[src/rtl/soc_pkg.sv]
// Shared SoC constants for the pushbutton peripheral: register offsets,
// bit positions inside the bus words, counter widths, and a saturating
// adder used by the press counter.
package soc_pkg;

   // Register offsets (one address bit selects the register)
   localparam logic BTN_STATUS_ADDR = 1'b0;
   localparam logic BTN_COUNT_ADDR  = 1'b1;

   // Bit positions inside the 32-bit bus words
   localparam int BTN_PENDING_LSB = 8;
   localparam int BTN_MASK_LSB    = 16;

   // 20 ms at 50 MHz
   localparam int BTN_DEBOUNCE_CYCLES = 1000000;

   // Debounce counter width and press counter width
   localparam int BTN_CNT_W   = 24;
   localparam int BTN_PRESS_W = 16;

   localparam logic [BTN_PRESS_W-1:0] BTN_PRESS_MAX = '1;

   // Adds up to 255 to the press counter, clamping at all-ones.
   function automatic logic [BTN_PRESS_W-1:0] btn_sat_add(
      input logic [BTN_PRESS_W-1:0] base,
      input logic [7:0]             inc
   );
      logic [BTN_PRESS_W:0] sum;
      sum = {1'b0, base} + {{(BTN_PRESS_W-7){1'b0}}, inc};
      return sum[BTN_PRESS_W] ? BTN_PRESS_MAX : sum[BTN_PRESS_W-1:0];
   endfunction

endpackage

[src/rtl/button_debounce.sv]
// One button: two-flop synchroniser on the raw active-low pin, a
// stability counter, the accepted level (1 = pressed) and a one-cycle
// combinational press strobe that is high in the cycle whose closing
// edge moves the level from 0 to 1.
module button_debounce
   import soc_pkg::*;
#(
   // Legal range 2 .. 2^24-1
   parameter int DEBOUNCE_CYCLES = BTN_DEBOUNCE_CYCLES
) (
   input  logic clock,
   input  logic reset,
   input  logic button_n,
   output logic level,
   output logic press
);

   localparam logic [BTN_CNT_W-1:0] CNT_LAST = BTN_CNT_W'(DEBOUNCE_CYCLES - 1);

   logic                 sync1_q, sync1_d;
   logic                 sync2_q, sync2_d;
   logic                 level_q, level_d;
   logic [BTN_CNT_W-1:0] cnt_q,   cnt_d;
   logic                 sync;
   logic                 accept;

   // Synchroniser stages simply shift the raw pin along
   always_comb begin
      sync1_d = button_n;
      sync2_d = sync1_q;
   end

   // Inverted so that downstream logic sees 1 = pressed
   assign sync = ~sync2_q;

   // Stability counter: any disagreement restarts the count once it ends
   always_comb begin
      cnt_d   = cnt_q;
      level_d = level_q;
      accept  = 1'b0;
      if (sync == level_q) begin
         cnt_d = '0;
      end else if (cnt_q == CNT_LAST) begin
         accept  = 1'b1;
         level_d = sync;
         cnt_d   = '0;
      end else begin
         cnt_d = cnt_q + 1'b1;
      end
   end

   // Synchroniser flops reset to "released" so a held button re-debounces
   always_ff @(posedge clock) begin
      if (reset) begin
         sync1_q <= 1'b1;
         sync2_q <= 1'b1;
         level_q <= 1'b0;
         cnt_q   <= '0;
      end else begin
         sync1_q <= sync1_d;
         sync2_q <= sync2_d;
         level_q <= level_d;
         cnt_q   <= cnt_d;
      end
   end

   assign level = level_q;
   // Only a 0->1 acceptance is a press; releases are silent
   assign press = accept & sync;

endmodule

[src/rtl/button_input_reg.sv]
// Memory-mapped pushbutton peripheral. Debounces WIDTH active-low pins,
// latches press events in a write-1-to-clear STATUS register and counts
// presses in a saturating 16-bit COUNT register (any write clears it).
// Optional feature macro: BUTTON_IRQ_EN adds a write-only IRQ mask
// (written with COUNT at wdata[18:16]) and a registered irq output.
module button_input_reg
   import soc_pkg::*;
#(
   parameter int WIDTH           = 3,
   parameter int DEBOUNCE_CYCLES = BTN_DEBOUNCE_CYCLES
) (
   input  logic             clock,
   input  logic             reset,
   input  logic [WIDTH-1:0] button,
   input  logic             select,
   input  logic             write,
   input  logic             address,
   input  logic [31:0]      wdata,
`ifdef BUTTON_IRQ_EN
   output logic             irq,
`endif
   output logic [31:0]      rdata
);

   logic [WIDTH-1:0]       level_w;
   logic [WIDTH-1:0]       press_w;

   logic [WIDTH-1:0]       pending_q, pending_d;
   logic [BTN_PRESS_W-1:0] presses_q, presses_d;
   logic [31:0]            rdata_q,   rdata_d;

   logic                   wr_status;
   logic                   wr_count;
   logic                   rd_access;
   logic [WIDTH-1:0]       pending_clr;
   logic [7:0]             press_cnt;
   logic [31:0]            status_word;
   logic [31:0]            count_word;
   logic                   wdata_unused;

   // Only some wdata bits carry meaning; the rest are intentionally ignored
   assign wdata_unused = ^wdata;

   genvar gi;
   generate
      for (gi = 0; gi < WIDTH; gi++) begin : g_btn
         button_debounce #(
            .DEBOUNCE_CYCLES(DEBOUNCE_CYCLES)
         ) u_debounce (
            .clock   (clock),
            .reset   (reset),
            .button_n(button[gi]),
            .level   (level_w[gi]),
            .press   (press_w[gi])
         );
      end
   endgenerate

   // Bus decode
   always_comb begin
      wr_status = select & write & (address == BTN_STATUS_ADDR);
      wr_count  = select & write & (address == BTN_COUNT_ADDR);
      rd_access = select & ~write;
   end

   // Pending bits: clear first, then OR in new events so a set wins a race
   always_comb begin
      pending_clr = '0;
      if (wr_status) begin
         pending_clr = wdata[BTN_PENDING_LSB +: WIDTH];
      end
      pending_d = (pending_q & ~pending_clr) | press_w;
   end

   // Press counter: a COUNT write zeroes the base, same-cycle events still add
   always_comb begin
      press_cnt = '0;
      for (int i = 0; i < WIDTH; i++) begin
         press_cnt = press_cnt + 8'(press_w[i]);
      end
      presses_d = btn_sat_add(wr_count ? '0 : presses_q, press_cnt);
   end

   // Read mux works on pre-edge state, so reads see pre-event values
   always_comb begin
      status_word                              = '0;
      status_word[WIDTH-1:0]                   = level_w;
      status_word[BTN_PENDING_LSB +: WIDTH]    = pending_q;
      count_word                               = {{(32-BTN_PRESS_W){1'b0}}, presses_q};
      rdata_d                                  = rdata_q;
      if (rd_access) begin
         rdata_d = (address == BTN_COUNT_ADDR) ? count_word : status_word;
      end
   end

   // Register file state
   always_ff @(posedge clock) begin
      if (reset) begin
         pending_q <= '0;
         presses_q <= '0;
         rdata_q   <= '0;
      end else begin
         pending_q <= pending_d;
         presses_q <= presses_d;
         rdata_q   <= rdata_d;
      end
   end

   assign rdata = rdata_q;

`ifdef BUTTON_IRQ_EN
   logic [WIDTH-1:0] mask_q, mask_d;
   logic             irq_q,  irq_d;

   // Mask rides along with the COUNT write; irq lags pending by one edge
   always_comb begin
      mask_d = mask_q;
      if (wr_count) begin
         mask_d = wdata[BTN_MASK_LSB +: WIDTH];
      end
      irq_d = |(pending_q & mask_q);
   end

   // Interrupt mask and output register
   always_ff @(posedge clock) begin
      if (reset) begin
         mask_q <= '0;
         irq_q  <= 1'b0;
      end else begin
         mask_q <= mask_d;
         irq_q  <= irq_d;
      end
   end

   assign irq = irq_q;
`endif

endmodule

[config.mk]
export PLATFORM = sky130hd
export DESIGN_NAME = button_input_reg
export DESIGN_NICKNAME = d
export VERILOG_FILES = /design/src/rtl/soc_pkg.sv /design/src/rtl/button_debounce.sv /design/src/rtl/button_input_reg.sv
export SDC_FILE = /design/constraint.sdc
export NUM_CORES = 1
export LEC_CHECK = 0
export CAP_MARGIN = 40
export CORE_MARGIN = 2
export CORE_UTILIZATION = 30
export CTS_CLUSTER_DIAMETER = 40
export CTS_CLUSTER_SIZE = 28
export DETAILED_ROUTE_END_ITERATION = 10
export PLACE_DENSITY = 0.57
export REMOVE_ABC_BUFFERS = 1
export SYNTH_ARGS = -nofsm -noshare
export SYNTH_HDL_FRONTEND = slang
export SYNTH_SLANG_ARGS = --single-unit
[constraint.sdc]
create_clock -name clock -period 5.84 [get_ports clock]
set_input_delay 1.168 -clock clock [delete_from_list [all_inputs] [get_ports clock]]
set_output_delay 1.168 -clock clock [all_outputs]
set_load 0.05 [all_outputs]
==> results.txt <==
- The share of total power dissipated in combinational logic is 0.039.
- Transition time of the tightest slew-check pin: slightly above 0.8 ns
- For this block, the routed nets add up to ~11000 um of wire.
* Post-synth ARST share: 0
- Data arrival, critical path: 4.85 ns
- Min-delay worst type: flop to flop
- First-pass GRT wire length: about 19000 um
- At the end of routability-driven placement, the weighted congestion stood at 0.7793.
- RSZ-0062 raised after global routing: no
- Proportion of total power due to net switching: 0.2239
* Most area-consuming cells after synthesis: sky130_fd_sc_hd__dfxtp_1 (43%), sky130_fd_sc_hd__xnor2_1 (5.4%), sky130_fd_sc_hd__nor2_1 (4.8%)
- Routed length on met1: 5731 um
- Flops & latches, synth: 116
- Setup violations remaining at the end of the flow were counted as 0.
- Final hold violations: 0
- The first detailed-routing pass ran for 4 iterations.
- Horizontal die dimension: about 140 um
- Fraction of synthesized area in multiplexers: 0.01119
- Dividing the detail-routed via count by the number of cells gives ~4.9.
- Post-CTS timing repair inserted 0 buffers for setup.
- After clock tree synthesis, the clock-pin slew on the worst setup and hold paths is roughly 0.06 ns.
* Synth Area in XOR/XNOR: 0.08326
- At the worst endpoint, the required time is ~6.2 ns.
* Number of clock buffers inserted by TritonCTS: 17
- The highest layer touched by signal routing is met4.
- Average routed wire per standard cell: between 10 and 15 um
- Yosys mapped a number of flops with a built-in enable equal to 0.
* Global-route total usage across every layer: 0.1295
- Static timing analysis puts the maximum clock frequency at 221.8 MHz.
- In this run the tightest slew margin relative to its limit is 0.4539.
- Along the worst path, the maximum fanout reaches 9.
- Met2 WL: about 5000 um
* Via count: roughly 4400
- Area enclosed by the die boundary: roughly 0.019 sq mm
- Final critical delay including setup and external delays: ~4.5 ns
- Compared with the post-synthesis result, the final layout area differs by 18.91%.
- After the last flow step, the layout net total stands at 707.
- Fraction of layout cells with a size suffix above 1: 0.06835
* YS warnings: 0
* Final cell count without fillers: roughly 900
- Maximum number of pins on one net before global-route repair: between 40 and 50
* Startpoint Class: input pin
- STA classifies the critical path endpoint as a flop.
- In this run, post-CTS repair resized a total of 0 instances.
- Pleak: 1.994 nW
- DRC violations left: 0
- The wire-length estimate of the detail-placed layout is between 7000 and 8000 um.
- Peak supply drop: ~0.00019 V
- The total area inside the core boundary comes to ~0.017 sq mm.
* Clock Power Share: 0.533
* Netlist area before placement: 0.005365 sq mm
* Final design utilization: 0.3663
- Total power for the finished layout comes to approximately 1.9 mW.
- Part of the total power dissipated in sequential elements: 0.428
- Number of antenna violations at the first check in global routing: 0
- Number of top-level pins: 72
* Top cell type's share of synthesized area: 0.4328
* Area after DPL: ~0.0058 sq mm
- CTS H-tree lvls: 4
- Including well taps, the total number of placed cells is 866.
- Synth Area in Adders: 0.01912
- Root buffer cell: sky130_fd_sc_hd__clkbuf_16
* Source-to-sink clock delay at the later pin of the worst-skew pair: roughly 0.42 ns
- Number of distinct library cells after synthesis: 46
- Mean instance size in the synthesized netlist: 8.462 sq um
* Largest family of logic cells by synthesized area: simple AND/OR/NAND/NOR gates
- The repair_antennas step left the layout with diodes totalling 0.
* Number of placement rows: 48
- The via count of the first global-routing pass was around 4000.
- Simple-gate area share of the yosys netlist: 0.2829
- Adding up every negative setup slack in the final design gives 0 ns.
* Synth Area in Compound Gates: 0.1143
- CTS tree: done
- Post-DRT Antenna Nets: 0
- Vertical die dimension: 137.7 um
- The flow ran to the end, and the final reports show no timing, DRC or antenna violations.
* Count of routing violations after the opening detailed-route iteration: 270
- The number of pins with negative max-slew slack in the final report was 0.
- Maximum buffer depth of the clock tree: 2
* Count of input and output buffers: 26
* Period utilisation layout: 0.7719
- Leading register cell type out of synthesis: sky130_fd_sc_hd__dfxtp_1
- Final design instance area without fill: ~0.0064 sq mm
- For this design the ratio of total power to cell area is approximately 300 mW/mm^2.
- Number of buffers inserted by hold repair at cts: 0
- Critical Setup Path Class: input pin to flop
- For this configuration, the core starts out at a cell density of 0.3080.
* Sequential-to-total area share from yosys stat: 0.4328
- Detail Route met3 WL: around 520 um
- Clock Sink Count: around 120
* Internal: between 1 and 1.5 mW
* Global-route congestion overflow total: 0
- Filler instances: 1813
- Across the routed clock network, the largest skew measured is 0.01112 ns.
- Sw power: 0.4183 mW
- The biggest area contributor in the post-synthesis netlist is sky130_fd_sc_hd__dfxtp_1.
* Number of cells produced by synthesis: between 600 and 700
- Count of max-cap constraint violations: 0
registers in the layout (all words and copies together), names as in the netlist:
register and flops:
presses_q 16, g_btn.u_debounce.sync2_q 3, g_btn.u_debounce.cnt_q 72, g_btn.u_debounce.level 3
rdata 16, pending_q 3, g_btn.u_debounce.sync1_q 3
layout by cell type, fill, tap and decap left out, types with 3 or more instances in the layout:
cell type	instances
sky130_fd_sc_hd__or2_2	8
sky130_fd_sc_hd__and4_1	12
sky130_fd_sc_hd__conb_1	16
sky130_fd_sc_hd__ha_1	5
sky130_fd_sc_hd__nor2b_1	4
sky130_fd_sc_hd__and2_1	3
sky130_fd_sc_hd__a21oi_1	50
sky130_fd_sc_hd__buf_4	5
sky130_fd_sc_hd__or4_1	13
sky130_fd_sc_hd__o31ai_1	10
sky130_fd_sc_hd__xnor2_1	33
sky130_fd_sc_hd__inv_1	22
sky130_fd_sc_hd__nor4_1	16
sky130_fd_sc_hd__and3_1	8
sky130_fd_sc_hd__nand3b_1	3
sky130_fd_sc_hd__clkdlybuf4s50_1	26
sky130_fd_sc_hd__a211oi_1	7
sky130_fd_sc_hd__nand4_1	24
sky130_fd_sc_hd__nor3_1	14
sky130_fd_sc_hd__or3_1	17
sky130_fd_sc_hd__dfxtp_1	116
sky130_fd_sc_hd__clkbuf_1	4
sky130_fd_sc_hd__nand3_1	40
sky130_fd_sc_hd__mux2i_1	6
sky130_fd_sc_hd__a31oi_1	3
sky130_fd_sc_hd__xor2_1	18
sky130_fd_sc_hd__clkbuf_16	17
sky130_fd_sc_hd__nor4b_1	4
sky130_fd_sc_hd__nand2b_1	3
sky130_fd_sc_hd__nand2_1	39
sky130_fd_sc_hd__o21ai_0	28
sky130_fd_sc_hd__nor2_1	68
sky130_fd_sc_hd__clkinv_2	6
cell type report:
class,count,area [sq um],area share
clock buffer,22,454.2,0.07119
clock inverter,10,106.4,0.01667
inverter,22,82.58,0.01294
multi-input combinational,470,2805,0.4397
sequential,116,2322,0.3640
tap,225,281.5,0.04413
timing repair buffer,33,327.8,0.05138
critical path, cell delays in order:
cell                              delay, ns
sky130_fd_sc_hd__clkdlybuf4s50_1       0.57
sky130_fd_sc_hd__nand3_1               0.10
sky130_fd_sc_hd__buf_4                 0.17
sky130_fd_sc_hd__and2_1                0.18
sky130_fd_sc_hd__fa_1                  0.53
sky130_fd_sc_hd__ha_1                  0.19
sky130_fd_sc_hd__inv_1                 0.08
sky130_fd_sc_hd__fa_1                  0.46
sky130_fd_sc_hd__nand2b_1              0.26
sky130_fd_sc_hd__nor4_1                0.75
sky130_fd_sc_hd__nand3b_1              0.27
sky130_fd_sc_hd__o21ai_0               0.14
power by group through the flow:
stage	sequential (mW)	clock (mW)	combinational [mW]
5_1_grt	0.800	1.06	0.0774
6_report	0.800	0.996	0.0720
4_1_cts	0.800	1.02	0.0725
3_5_place_dp	0.817	0	0.0724
2_1_floorplan	0.824	0	0.0367
3_3_place_gp	0.817	0	0.0711
cells by family after synthesis:
family / after synthesis
compound gates: 107
buf+inv: 63
other cells: 1
mux: 6
fa+ha+maj: 7
xor+xnor: 51
simple gates: 283
flops: 116
synth_stat cells, drive strengths merged (3+ instances only):
cell,number
nor4,16
nor3,14
and2,3
nand2,39
and3,8
inv,22
xor2,18
dfxtp,116
and4,12
or2,8
nand4,25
o31ai,11
o21ai,28
xnor2,33
nor2b,4
a31oi,3
mux2i,6
or4,13
nor2,68
nand3b,3
nor4b,4
a21oi,50
a211oi,7
or3,18
nand3,40
buf,19
clkbuf,22
nand2b,3
ha,5
stage by stage:
step,hold slack (ns),setup WS (ns)
floorplan,0.3895,1.955
global placement,0.3932,0.8843
detailed placement,0.3945,0.8549
CTS,0.4046,1.309
global route,0.4166,0.8886
finish,0.4032,1.332
path summary, 6_finish.rpt:
| path | start | end | slack (ns) | depth (start not counted) |
|---|---|---|---|---|
| hold reg to reg | g_btn[2].u_debounce.sync1_q | g_btn[2].u_debounce.sync2_q | 0.40 | 1 |
| setup reg to reg | g_btn[2].u_debounce.cnt_q[0] | presses_q[8] | 1.68 | 13 |
| setup / recovery | select | presses_q[8] | 1.33 | 12 |
| hold / removal | g_btn[2].u_debounce.sync1_q | g_btn[2].u_debounce.sync2_q | 0.40 | 1 |
per-layer routing:
| metal | up-vias | global-route usage |
|---|---|---|
| met1 | 2047 | 0.1664 |
| met3 | 18 | 0.04820 |
| met5 | - | 0 |
| li1 | 2299 | - |
| met4 | 0 | 0.04422 |
| met2 | 69 | 0.1998 |
No activity file was read; power rests on OpenSTA's default activity.
